==> src/rtl/trace_stream_serializer.sv <==
// Trace stream serializer: splits IN_WIDTH-bit trace packets into 32-bit words,
// least-significant word first, and opens every frame with a {HDR_MAGIC, frame_seq} header.
module trace_stream_serializer #(
    parameter int          IN_WIDTH  = 96,
    parameter logic [15:0] HDR_MAGIC = 16'hA5C3
) (
    input  logic                clk,
    input  logic                rst_n,
    input  logic                s_axis_tvalid,
    output logic                s_axis_tready,
    input  logic [IN_WIDTH-1:0] s_axis_tdata,
    input  logic                s_axis_tlast,
    output logic                m_axis_tvalid,
    input  logic                m_axis_tready,
    output logic [31:0]         m_axis_tdata,
    output logic                m_axis_tlast,
    output logic [15:0]         frame_seq,
    output logic [31:0]         packets_accepted,
    output logic                busy
);
    localparam int BEATS = IN_WIDTH / 32;
    localparam int BW    = (BEATS > 1) ? $clog2(BEATS) : 1;
    localparam logic [BW-1:0] LAST_BEAT = BW'(BEATS - 1);

    typedef enum logic [1:0] {IDLE, HEADER, DATA} state_t;

    state_t                 state, state_n;
    logic [BW-1:0]          beat, beat_n;
    logic [BEATS-1:0][31:0] packet, packet_n;
    logic                   held_last, held_last_n;
    logic                   new_frame, new_frame_n;
    logic [15:0]            seq_n;
    logic [31:0]            tdata_n;
    logic                   tlast_n;
    logic                   last_beat;
    logic                   in_hs;

    assign last_beat     = (beat == LAST_BEAT);
    assign s_axis_tready = (state == IDLE) || (state == DATA && last_beat && m_axis_tready);
    assign in_hs         = s_axis_tvalid && s_axis_tready;
    assign m_axis_tvalid = (state != IDLE);
    assign busy          = (state != IDLE);

    // Next-state logic; the output word is computed from the next state so it can be registered.
    always_comb begin
        state_n     = state;
        beat_n      = beat;
        packet_n    = packet;
        held_last_n = held_last;
        new_frame_n = new_frame;
        seq_n       = frame_seq;
        case (state)
            IDLE: begin
                if (s_axis_tvalid) begin
                    packet_n    = s_axis_tdata;
                    held_last_n = s_axis_tlast;
                    new_frame_n = 1'b0;
                    beat_n      = '0;
                    state_n     = new_frame ? HEADER : DATA;
                end
            end
            HEADER: begin
                if (m_axis_tready) begin
                    beat_n  = '0;
                    state_n = DATA;
                end
            end
            DATA: begin
                if (m_axis_tready) begin
                    if (!last_beat) begin
                        beat_n = beat + 1'b1;
                    end else begin
                        beat_n = '0;
                        if (held_last) begin
                            seq_n       = frame_seq + 16'd1;
                            new_frame_n = 1'b1;
                        end
                        // Zero-bubble capture: the next packet is taken on the last-beat handshake.
                        if (s_axis_tvalid) begin
                            packet_n    = s_axis_tdata;
                            held_last_n = s_axis_tlast;
                            new_frame_n = 1'b0;
                            state_n     = held_last ? HEADER : DATA;
                        end else begin
                            state_n = IDLE;
                        end
                    end
                end
            end
            default: state_n = IDLE;
        endcase

        tdata_n = 32'h0;
        tlast_n = 1'b0;
        if (state_n == HEADER) begin
            tdata_n = {HDR_MAGIC, seq_n};
        end else if (state_n == DATA) begin
            tdata_n = packet_n[beat_n];
            tlast_n = (beat_n == LAST_BEAT) && held_last_n;
        end
    end

    always_ff @(posedge clk) begin
        if (!rst_n) begin
            state            <= IDLE;
            beat             <= '0;
            packet           <= '0;
            held_last        <= 1'b0;
            new_frame        <= 1'b1;
            frame_seq        <= 16'h0;
            packets_accepted <= 32'h0;
            m_axis_tdata     <= 32'h0;
            m_axis_tlast     <= 1'b0;
        end else begin
            state            <= state_n;
            beat             <= beat_n;
            packet           <= packet_n;
            held_last        <= held_last_n;
            new_frame        <= new_frame_n;
            frame_seq        <= seq_n;
            packets_accepted <= packets_accepted + {31'd0, in_hs};
            m_axis_tdata     <= tdata_n;
            m_axis_tlast     <= tlast_n;
        end
    end

endmodule
==> config.mk <==
export PLATFORM = sky130hd
export DESIGN_NAME = trace_stream_serializer
export DESIGN_NICKNAME = d
export VERILOG_FILES = /design/src/rtl/trace_stream_serializer.sv
export SDC_FILE = /design/constraint.sdc
export NUM_CORES = 1
export LEC_CHECK = 0
export BUFFER_PORTS_ARGS = -buffer_cell sky130_fd_sc_hd__buf_2
export CAP_MARGIN = 20
export CORE_ASPECT_RATIO = 0.75
export CORE_MARGIN = 3
export CORE_UTILIZATION = 50
export CTS_CLUSTER_DIAMETER = 200
export DETAILED_ROUTE_END_ITERATION = 8
export PLACE_DENSITY_LB_ADDON = 0.15
export SYNTH_ARGS = -nofsm -noshare
export SYNTH_HDL_FRONTEND = slang
export SYNTH_SLANG_ARGS = --single-unit
==> constraint.sdc <==
create_clock -name clk -period 3.79 [get_ports clk]
set_input_delay 0 -clock clk [delete_from_list [all_inputs] [get_ports clk]]
set_output_delay 0 -clock clk [all_outputs]
set_load 0.05 [all_outputs]
* Word level (Yosys, flattened, before mapping) *
Cells that the tools add are included.

cells by class
  equality and inequality tests = 10
  mux-type cells = 35
  reduce and logical (&&, ||, !) cells = 10
  order comparisons = 1
  bitwise gates (word level) = 2
  add/subtract/negate cells = 3

operators with widths
  kind                                                         number
  two-way mux 96 bit                                           3
  one-hot mux 96 bit (2 select lines)                          1
  two-way mux 32 bit                                           3
  binary-select mux 32 bit (select 2 bit)                      1
  two-way mux 16 bit                                           4
  adder 32 x 1 -> 32 bit                                       1
  two-way mux 2 bit                                            11
  adder 16 x 1 -> 16 bit (second input constant)               1
  one-hot mux 2 bit (3 select lines)                           2
  equality test 2 bit (second input constant)                  4
  two-way mux 1 bit                                            8
  inequality test 2 bit (second input constant)                3
  AND reduction 5 bit                                          1
  equality test 2 x 1 -> 1 bit (second input constant)         2
  logical AND 1 bit                                            4
  one-hot mux 1 bit (2 select lines)                           2
  nonzero test 2 bit                                           2
  less-than comparator 2 x 3 -> 1 bit (second input constant)  1
  inequality test 3 bit (second input constant)                1
  OR reduction 3 bit                                           1
  adder 2 x 1 -> 2 bit (second input constant)                 1
  logical NOT 2 bit                                            1
  inverter 1 bit                                               2
  logical OR 1 bit                                             1

storage, ports and cells
  flip-flop bits (word level) = 183

* Depth between registers and ports, before layout *
Gate-level depths: netlist (run 1).

  depth after elaboration = 8
  gate-level depth with buffers = 14

* Worst setup path before layout (run 1) *
No wires, ideal clock.

  kind = flip-flop to flip-flop
  start point = reg beat[0]
  end point = reg packets_accepted[28]
  stages on the path, launching flop included = 15
  clock period less this slack = 2.951 ns
  required time = 3.662 ns
  path slack = 0.839 ns
  arrival time = 2.823 ns
  cell sequence = dfxtp_1 -> nand3b_2 -> nand2_1 -> nand2_1 -> inv_2 -> buf_2 -> buf_2 -> ha_1 -> ha_1 -> nand4_1 -> or4_1 -> buf_2 -> nor4_1 -> xnor2_1 -> nor2_1

on the way
  cells in the longest elaborated chain, start to end = 6

ends and longest elaborated chain
  what                            line  source
  from (decl)                     28    logic [BW-1:0] beat, beat_n;
  from (signal assigned)          116   beat <= beat_n;
  equality test 2 bit             38    assign last_beat = (beat == LAST_BEAT);
  logical AND 1 bit (2 in a row)  39    assign s_axis_tready = (state == IDLE) || (state == DATA && last_beat && m_axis_tready);
  logical OR 1 bit                39
  logical AND 1 bit               40    assign in_hs = s_axis_tvalid && s_axis_tready;
  adder 32 x 1 -> 32 bit          121   packets_accepted <= packets_accepted + {31'd0, in_hs};
  to (signal assigned)            121
  to (decl)                       18    output logic [31:0] packets_accepted,

No other way between the ends.
A chain may end at the register's enable or synchronous reset.

* Final worst setup path (run 1) *
  start point = reg beat[0]
  end point = reg packets_accepted[30]

Same word-level chain as after synthesis.

==> impl_results.md, run 1 <==
* Largest family of logic cells by synthesized area: simple AND/OR/NAND/NOR gates
* Worst min path class: input pin to flop
* Post-DP HPWL at 13600 um
* Final Critical Period at 2.99 ns
* Synthesized area at 7670 um^2
* RSZ-0062 raised after global routing: false
* Maxcap violations at 0
* Clk Latency, worst-skew pair at 0.43 ns
* Synthesized-area fraction occupied by adder cells at 0.00490
* Synth Area in Simple Gates at 0.228
* WHS Endpoint: state[1]
* Max_slew headroom at 0.406
* Worst Setup Start Kind: flop
* Pwr/cell area at 466 nW/um^2
* DRT antenna net count at 0
* CTS H-Tree Depth at 4
* Fraction of layout instances using a drive strength above 1 at 0.210
* Inst Count DP at 1213
* Die height at 113 um
* F_max at 334 MHz
* Crit-path cells: nand3b_2, nand2_1, nand2_4, inv_4, ha_1, ha_1, nand4_1, or4_1, nor4_1, xnor2_1, nor2_1
* Clk_skew at 0.00812 ns
* CTS sink count at 183
* CTS Buf Count at 17
* Vias in the first global route at 6774
* Fin. max-slew vios at 0
* Switch Pwr at 1.37 mW
* Worst Min Path Start: m_axis_tready
* Die footprint at 16900 um^2
* Initial drt markers at 552
* Row count at 38
* Cells on worst reg2reg path at 11
* Tcrit/Tclk final at 0.790
* CP max FO at 17
* Final non-filler cell total at 1343
* Antenna cell count at 0
* I/O Buffers at 184
* DR pass1 iterations at 5
* Core Region at 14700 um^2
* CTS tree: built
* XOR/XNOR share of the synthesized area at 0.0377
* Wirelength, routed at 22800 um
* Nets at 1234
* Slowest-stage cell, CP: or4_1
* Switching Fraction at 0.287
* Final WS setup at 0.795 ns
* Clock power frac at 0.362
* Power share of the sequential group at 0.446
* Initial antenna violation count at 0
* WL/cell at 17.0 um
* Logic pwr share at 0.192
* Die width at 149 um
* Final hold slack at 0.0542 ns
* Initial Utilization at 0.520
* Crit path max-delay family: simple AND/OR/NAND/NOR gates
* Final TNS setup at 0 ns
* Longest Clk Path Bufs at 2
* Critical path required time at 4.08 ns
* # DRC at 0
* Routability Congestion at 0.835
* Synth async-reset ratio at 0
* Syn nets at 987
* Post-synth cell types at 56
* Syn-to-layout area delta at 33.1%
* Pre-CTS WS at 0.881 ns
* RR Startpoint: beat[0]
* Hold depth at 3
* Yosys warnings at 0
* IO Count at 185
* Synthesis-stage register bit count at 183
* R2R setup slack at 0.80 ns
* Final hold vios at 0
* Maximum vdd ir drop at 0.000348 V
* Synth Area in Compound Gates at 0.161
* Aggregate global routing overflow at 0
* Primary FF master, synth: dfxtp_1
* First-pass GRT wire length at 35700 um
* Cell depth of the worst setup path at 11
* Clk slew on worst S/H paths at 0.06 ns
* Worst r2r dst: packets_accepted[30]
* GRT Util Overall at 0.265
* Status: finished, final reports clean
* Cell Int Power at 3.39 mW
* Arr. time, crit path at 3.28 ns
* Synth Instances at 883
* Mux cell area share after synthesis at 0.0496
* CP endpoint kind: flop
* CTS resizes at 0
* Crit path kind: flop to flop
* Worst Max-Slew Pin Slew at 0.891 ns
* CP most frequent cell: ha_1
* Vias at 7315
* Post-synth EDFFs at 0
* CP peak stage delay at 0.56 ns
* Via-to-Cell Ratio at 5.45
* LEAKAGE at 4.41 nW
* # setup viols final at 0
* Syn_area_per_cell at 8.68 um^2
* Largest net degree at the start of global routing at 131
* Seq/Total Area, Yosys at 0.478
* Critical path buffers and inverters at 1
* Root buffer cell: clkbuf_16
-- state kept, by name (all words and copies together) (netlist names) --
signal and count:
frame_seq 16, held_last 1, new_frame 1, packet 96
packets_accepted 32, beat 2, m_axis_tdata 32, m_axis_tlast 1
state 2
-- cells in the mapped netlist (all sizes together) (3+ instances only) --
library cell,n,area share
nor2b,5,0.0044
o21a,9,0.0088
xnor2,19,0.022
a211oi,23,0.023
inv,7,0.0034
or3,4,0.0039
nor3,3,0.0026
o211ai,3,0.0029
a211o,9,0.010
o22ai,8,0.0065
ha,3,0.0049
nand4,15,0.013
o221ai,15,0.017
nand3,23,0.016
clkbuf,39,0.019
nand2,141,0.069
nor4,10,0.011
buf,24,0.017
mux2i,38,0.050
a221o,10,0.013
nand2b,5,0.0041
dfxtp,183,0.48
and2,12,0.0098
a21oi,64,0.042
and3,40,0.033
nor2,96,0.047
xor2,14,0.016
o31ai,3,0.0029
o21ai,35,0.023
nand3b,5,0.0054
or4,5,0.0049
-- per-stage QoR --
step	util	area, um^2	power, mW
2_1_floorplan	-	7670	2.75
3_3_place_gp	0.587	8660	2.97
3_5_place_dp	0.587	8660	2.98
4_1_cts	0.692	10200	4.77
5_1_grt	0.692	10200	4.95
6_report	0.692	10200	4.76
-- routing by layer --
metal,global-route usage,wire length (um),vias to the layer above
met4,0.0841,464,0
li1,-,-,3587
met3,0.0661,1650,39
met5,0,0,-
met2,0.385,9820,303
met1,0.387,10800,3386
-- placed cells by master (no fill, tap or decap), types with 4 or more instances in the layout --
master / Yosys / layout
a211o_1: 9 / 9
a211oi_1: 23 / 23
a21oi_1: 64 / 64
a221o_1: 10 / 10
and2_1: 12 / 12
and3_1: 40 / 40
buf_2: 19 / 184
buf_4: 2 / 8
clkbuf_16: 0 / 17
clkinv_2: 0 / 7
dfxtp_1: 183 / 183
dlygate4sd3_1: 0 / 98
inv_1: 6 / 6
mux2i_1: 38 / 38
nand2_1: 140 / 139
nand2b_1: 5 / 5
nand3_1: 22 / 22
nand3b_1: 4 / 4
nand4_1: 14 / 14
nor2_1: 96 / 96
nor2b_1: 4 / 4
nor4_1: 8 / 8
o21a_1: 9 / 9
o21ai_0: 34 / 34
o221ai_1: 15 / 15
o22ai_1: 8 / 8
or4_1: 5 / 5
xnor2_1: 19 / 19
xor2_1: 14 / 14
-- timing repair --
action | in CTS | in global routing
endpoints found under the hold margin | 131 | 0
hold buffers | 98 | 0
setup buffers | 0 | 0
-- layout make-up --
| type | count | area [um^2] |
|---|---|---|
| Tap cell | 200 | 250 |
| Sequential cell | 183 | 3660 |
| Clock inverter | 10 | 103 |
| Inverter | 9 | 38.8 |
| Fill cell | 1183 | 4540 |
| Timing Repair Buffer | 291 | 1980 |
| Clock buffer | 22 | 464 |
| Multi-Input combinational cell | 628 | 3700 |
-- cell families after synthesis --
kind of cell | after synthesis
simple gates | 368
fa+ha+maj | 3
mux | 38
flops | 183
xor+xnor | 33
compound gates | 186
buf+inv | 72
-- worst reg2reg max path, stage by stage, from the launching register on --
cell and delay [ns]:
dfxtp_1 0.32, nand3b_2 0.45, nand2_1 0.24, nand2_4 0.07, inv_4 0.06, ha_1 0.19, ha_1 0.23, nand4_1 0.14
or4_1 0.56, nor4_1 0.36, xnor2_1 0.18, nor2_1 0.06
-- power by group through the flow --
stage / Combinational [mW] / Sequential [mW] / Clock (mW)
after floorplan: 0.470 / 2.28 / 0
after global routing: 0.991 / 2.13 / 1.83
after detailed placement: 0.818 / 2.16 / 0
after CTS: 0.900 / 2.12 / 1.75
after global placement: 0.813 / 2.16 / 0
final: 0.912 / 2.12 / 1.72
-- how the worst max path moves through the flow --
stage,start,to,slack [ns]
2_1_floorplan,beat[0],packets_accepted[28],0.84
3_3_place_gp,beat[0],packets_accepted[28],0.94
3_5_place_dp,beat[0],packets_accepted[28],0.88
4_1_cts,beat[0],packets_accepted[30],0.77
5_1_grt,beat[0],packets_accepted[30],0.55
6_report,beat[0],packets_accepted[30],0.80
Note: power is estimated with default switching activity, not from simulation.
==> run 2, diff against run 1 <==
- clock period: 3.79 -> 3.1 ns (I/O delays scaled with it)
==> run 2 against run 1 <==
Effect of this change:
- worst setup slack worse by 0.27 ns
- count of clock-buffer cells in the layout is 2 higher
- fmax is 16% higher
- critical endpoint is now packets_accepted[26]
- largest power group unchanged
- highest routed layer is now met5
==> impl_results.md, run 2 (synthesized netlist as in run 1, its figures left out) <==
* Clk_skew at 0.00511 ns
* GRT Util Overall at 0.265
* Post-CTS setup buffers at 0
* Via-to-Cell Ratio at 5.46
* Initial drt markers at 691
* Nets at 1241
* WHS Endpoint: state[1]
* Most common cell after layout, fill and taps aside: buf_2
* Clk slew on worst S/H paths at 0.06 ns
* WL/cell at 16.7 um
* Post-DP HPWL at 13600 um
* CTS tree: built
* Die footprint at 16900 um^2
* Cells on worst reg2reg path at 10
* Initial Utilization at 0.520
* Worst Min Path Start: m_axis_tready
* Max_slew headroom at 0.350
* Initial antenna violation count at 1
* R2R setup slack at 0.52 ns
* RR Startpoint: state[0]
* I/O Buffers at 184
* Fin. max-slew vios at 0
* Vias in the first global route at 6953
* F_max at 388 MHz
* CP max FO at 11
* Arr. time, crit path at 2.87 ns
* Worst min path class: input pin to flop
* Die width at 149 um
* Maxcap violations at 0
* # DRC at 0
* Final Critical Period at 2.58 ns
* Worst Setup Start Kind: flop
* Highest-count cells in the layout ignoring fill and taps: buf_2, dfxtp_1, nand2_1
* CTS Buf Count at 17
* Worst r2r dst: packets_accepted[26]
* Critical path required time at 3.39 ns
* DRT antenna net count at 0
* Tcrit/Tclk final at 0.832
* Hold_buf cts at 99
* Syn-to-layout area delta at 34.6%
* Max FFs per register at 96
* Aggregate global routing overflow at 0
* Placement-stage cell area at 8700 um^2
* Vias at 7373
* CTS sink count at 183
* Worst Max-Slew Pin Slew at 0.976 ns
* Crit path launch: state[0]
* Longest Clk Path Bufs at 2
* Row count at 38
* Antenna cell count at 0
* CTS H-Tree Depth at 4
* Root buffer cell: clkbuf_16
* Hold depth at 3
* Wirelength, routed at 22500 um
* First-pass GRT wire length at 35900 um
* Largest net degree at the start of global routing at 131
* DR pass1 iterations at 5
* LEAKAGE at 4.46 nW
* Maximum vdd ir drop at 0.000432 V
* Die height at 113 um
* Fin area at 10300 um^2
* # setup viols final at 0
* Final hold vios at 0
* Routability Congestion at 0.822
* CP endpoint kind: flop
* Final TNS setup at 0 ns
* Largest registers: packet: 96 flops, m_axis_tdata: 32 flops, packets_accepted: 32 flops
* Crit path kind: flop to flop
* Fraction of layout instances using a drive strength above 1 at 0.213
* IO Count at 185
* RSZ-0062 raised after global routing: false
* Status: finished, final reports clean
* Clk Latency, worst-skew pair at 0.42 ns
* Pwr/cell area at 583 nW/um^2
* CTS resizes at 0
* Core Region at 14700 um^2
* Most flops, register: packet
-- run 2: critical path, stage by stage, from the launching register on --
cell and delay, ns:
dfxtp_1 0.42, nor2b_2 0.24, nand2_4 0.08, inv_4 0.06
ha_1 0.18, ha_1 0.23, nand4_1 0.15, or4_1 0.57
nor4_1 0.29, xnor2_1 0.16, nor2_1 0.05
-- run 2: cell type report --
type	count	area, um^2
clock buffer	24	482
clock inverter	8	144
fill	1155	4420
inverter	9	38.8
multi-input combinational	628	3700
sequential	183	3660
tap	200	250
timing repair buffer	298	2040
-- run 2: power by group --
part           total, mW  switching [mW]  internal (mW)
registers           2.59          0.0765           2.52
clock network       2.30           0.885           1.41
logic               1.12           0.707          0.413
total               6.01            1.67           4.35
-- run 2: how the worst max path moves through the flow --
stage	to	cells after the start
after floorplan	packets_accepted[28]	14
after CTS	packets_accepted[26]	10
after global routing	packets_accepted[30]	10
final	packets_accepted[26]	10
after global placement	packets_accepted[30]	10
after detailed placement	packets_accepted[28]	10
-- run 2: per-layer routing --
metal | up-vias | share of wire | GRT usage
li1 | 3602 | - | -
met1 | 3450 | 0.48 | 0.388
met2 | 285 | 0.43 | 0.395
met3 | 34 | 0.069 | 0.0536
met4 | 2 | 0.018 | 0.0787
met5 | - | 0.00058 | 0
-- run 2: per-stage QoR --
stage               hold WS [ns]  std cells   util  total power [mW]  worst slack (ns)
CTS                      0.00389       1350  0.700              6.03             0.524
floorplan                  0.135        883      -              3.36             0.149
finish                    0.0344       1350  0.700              6.01             0.520
global route              0.0368       1350  0.700              6.26             0.285
detailed placement         0.246       1219  0.590              3.65             0.540
global placement           0.246       1219  0.590              3.64             0.596
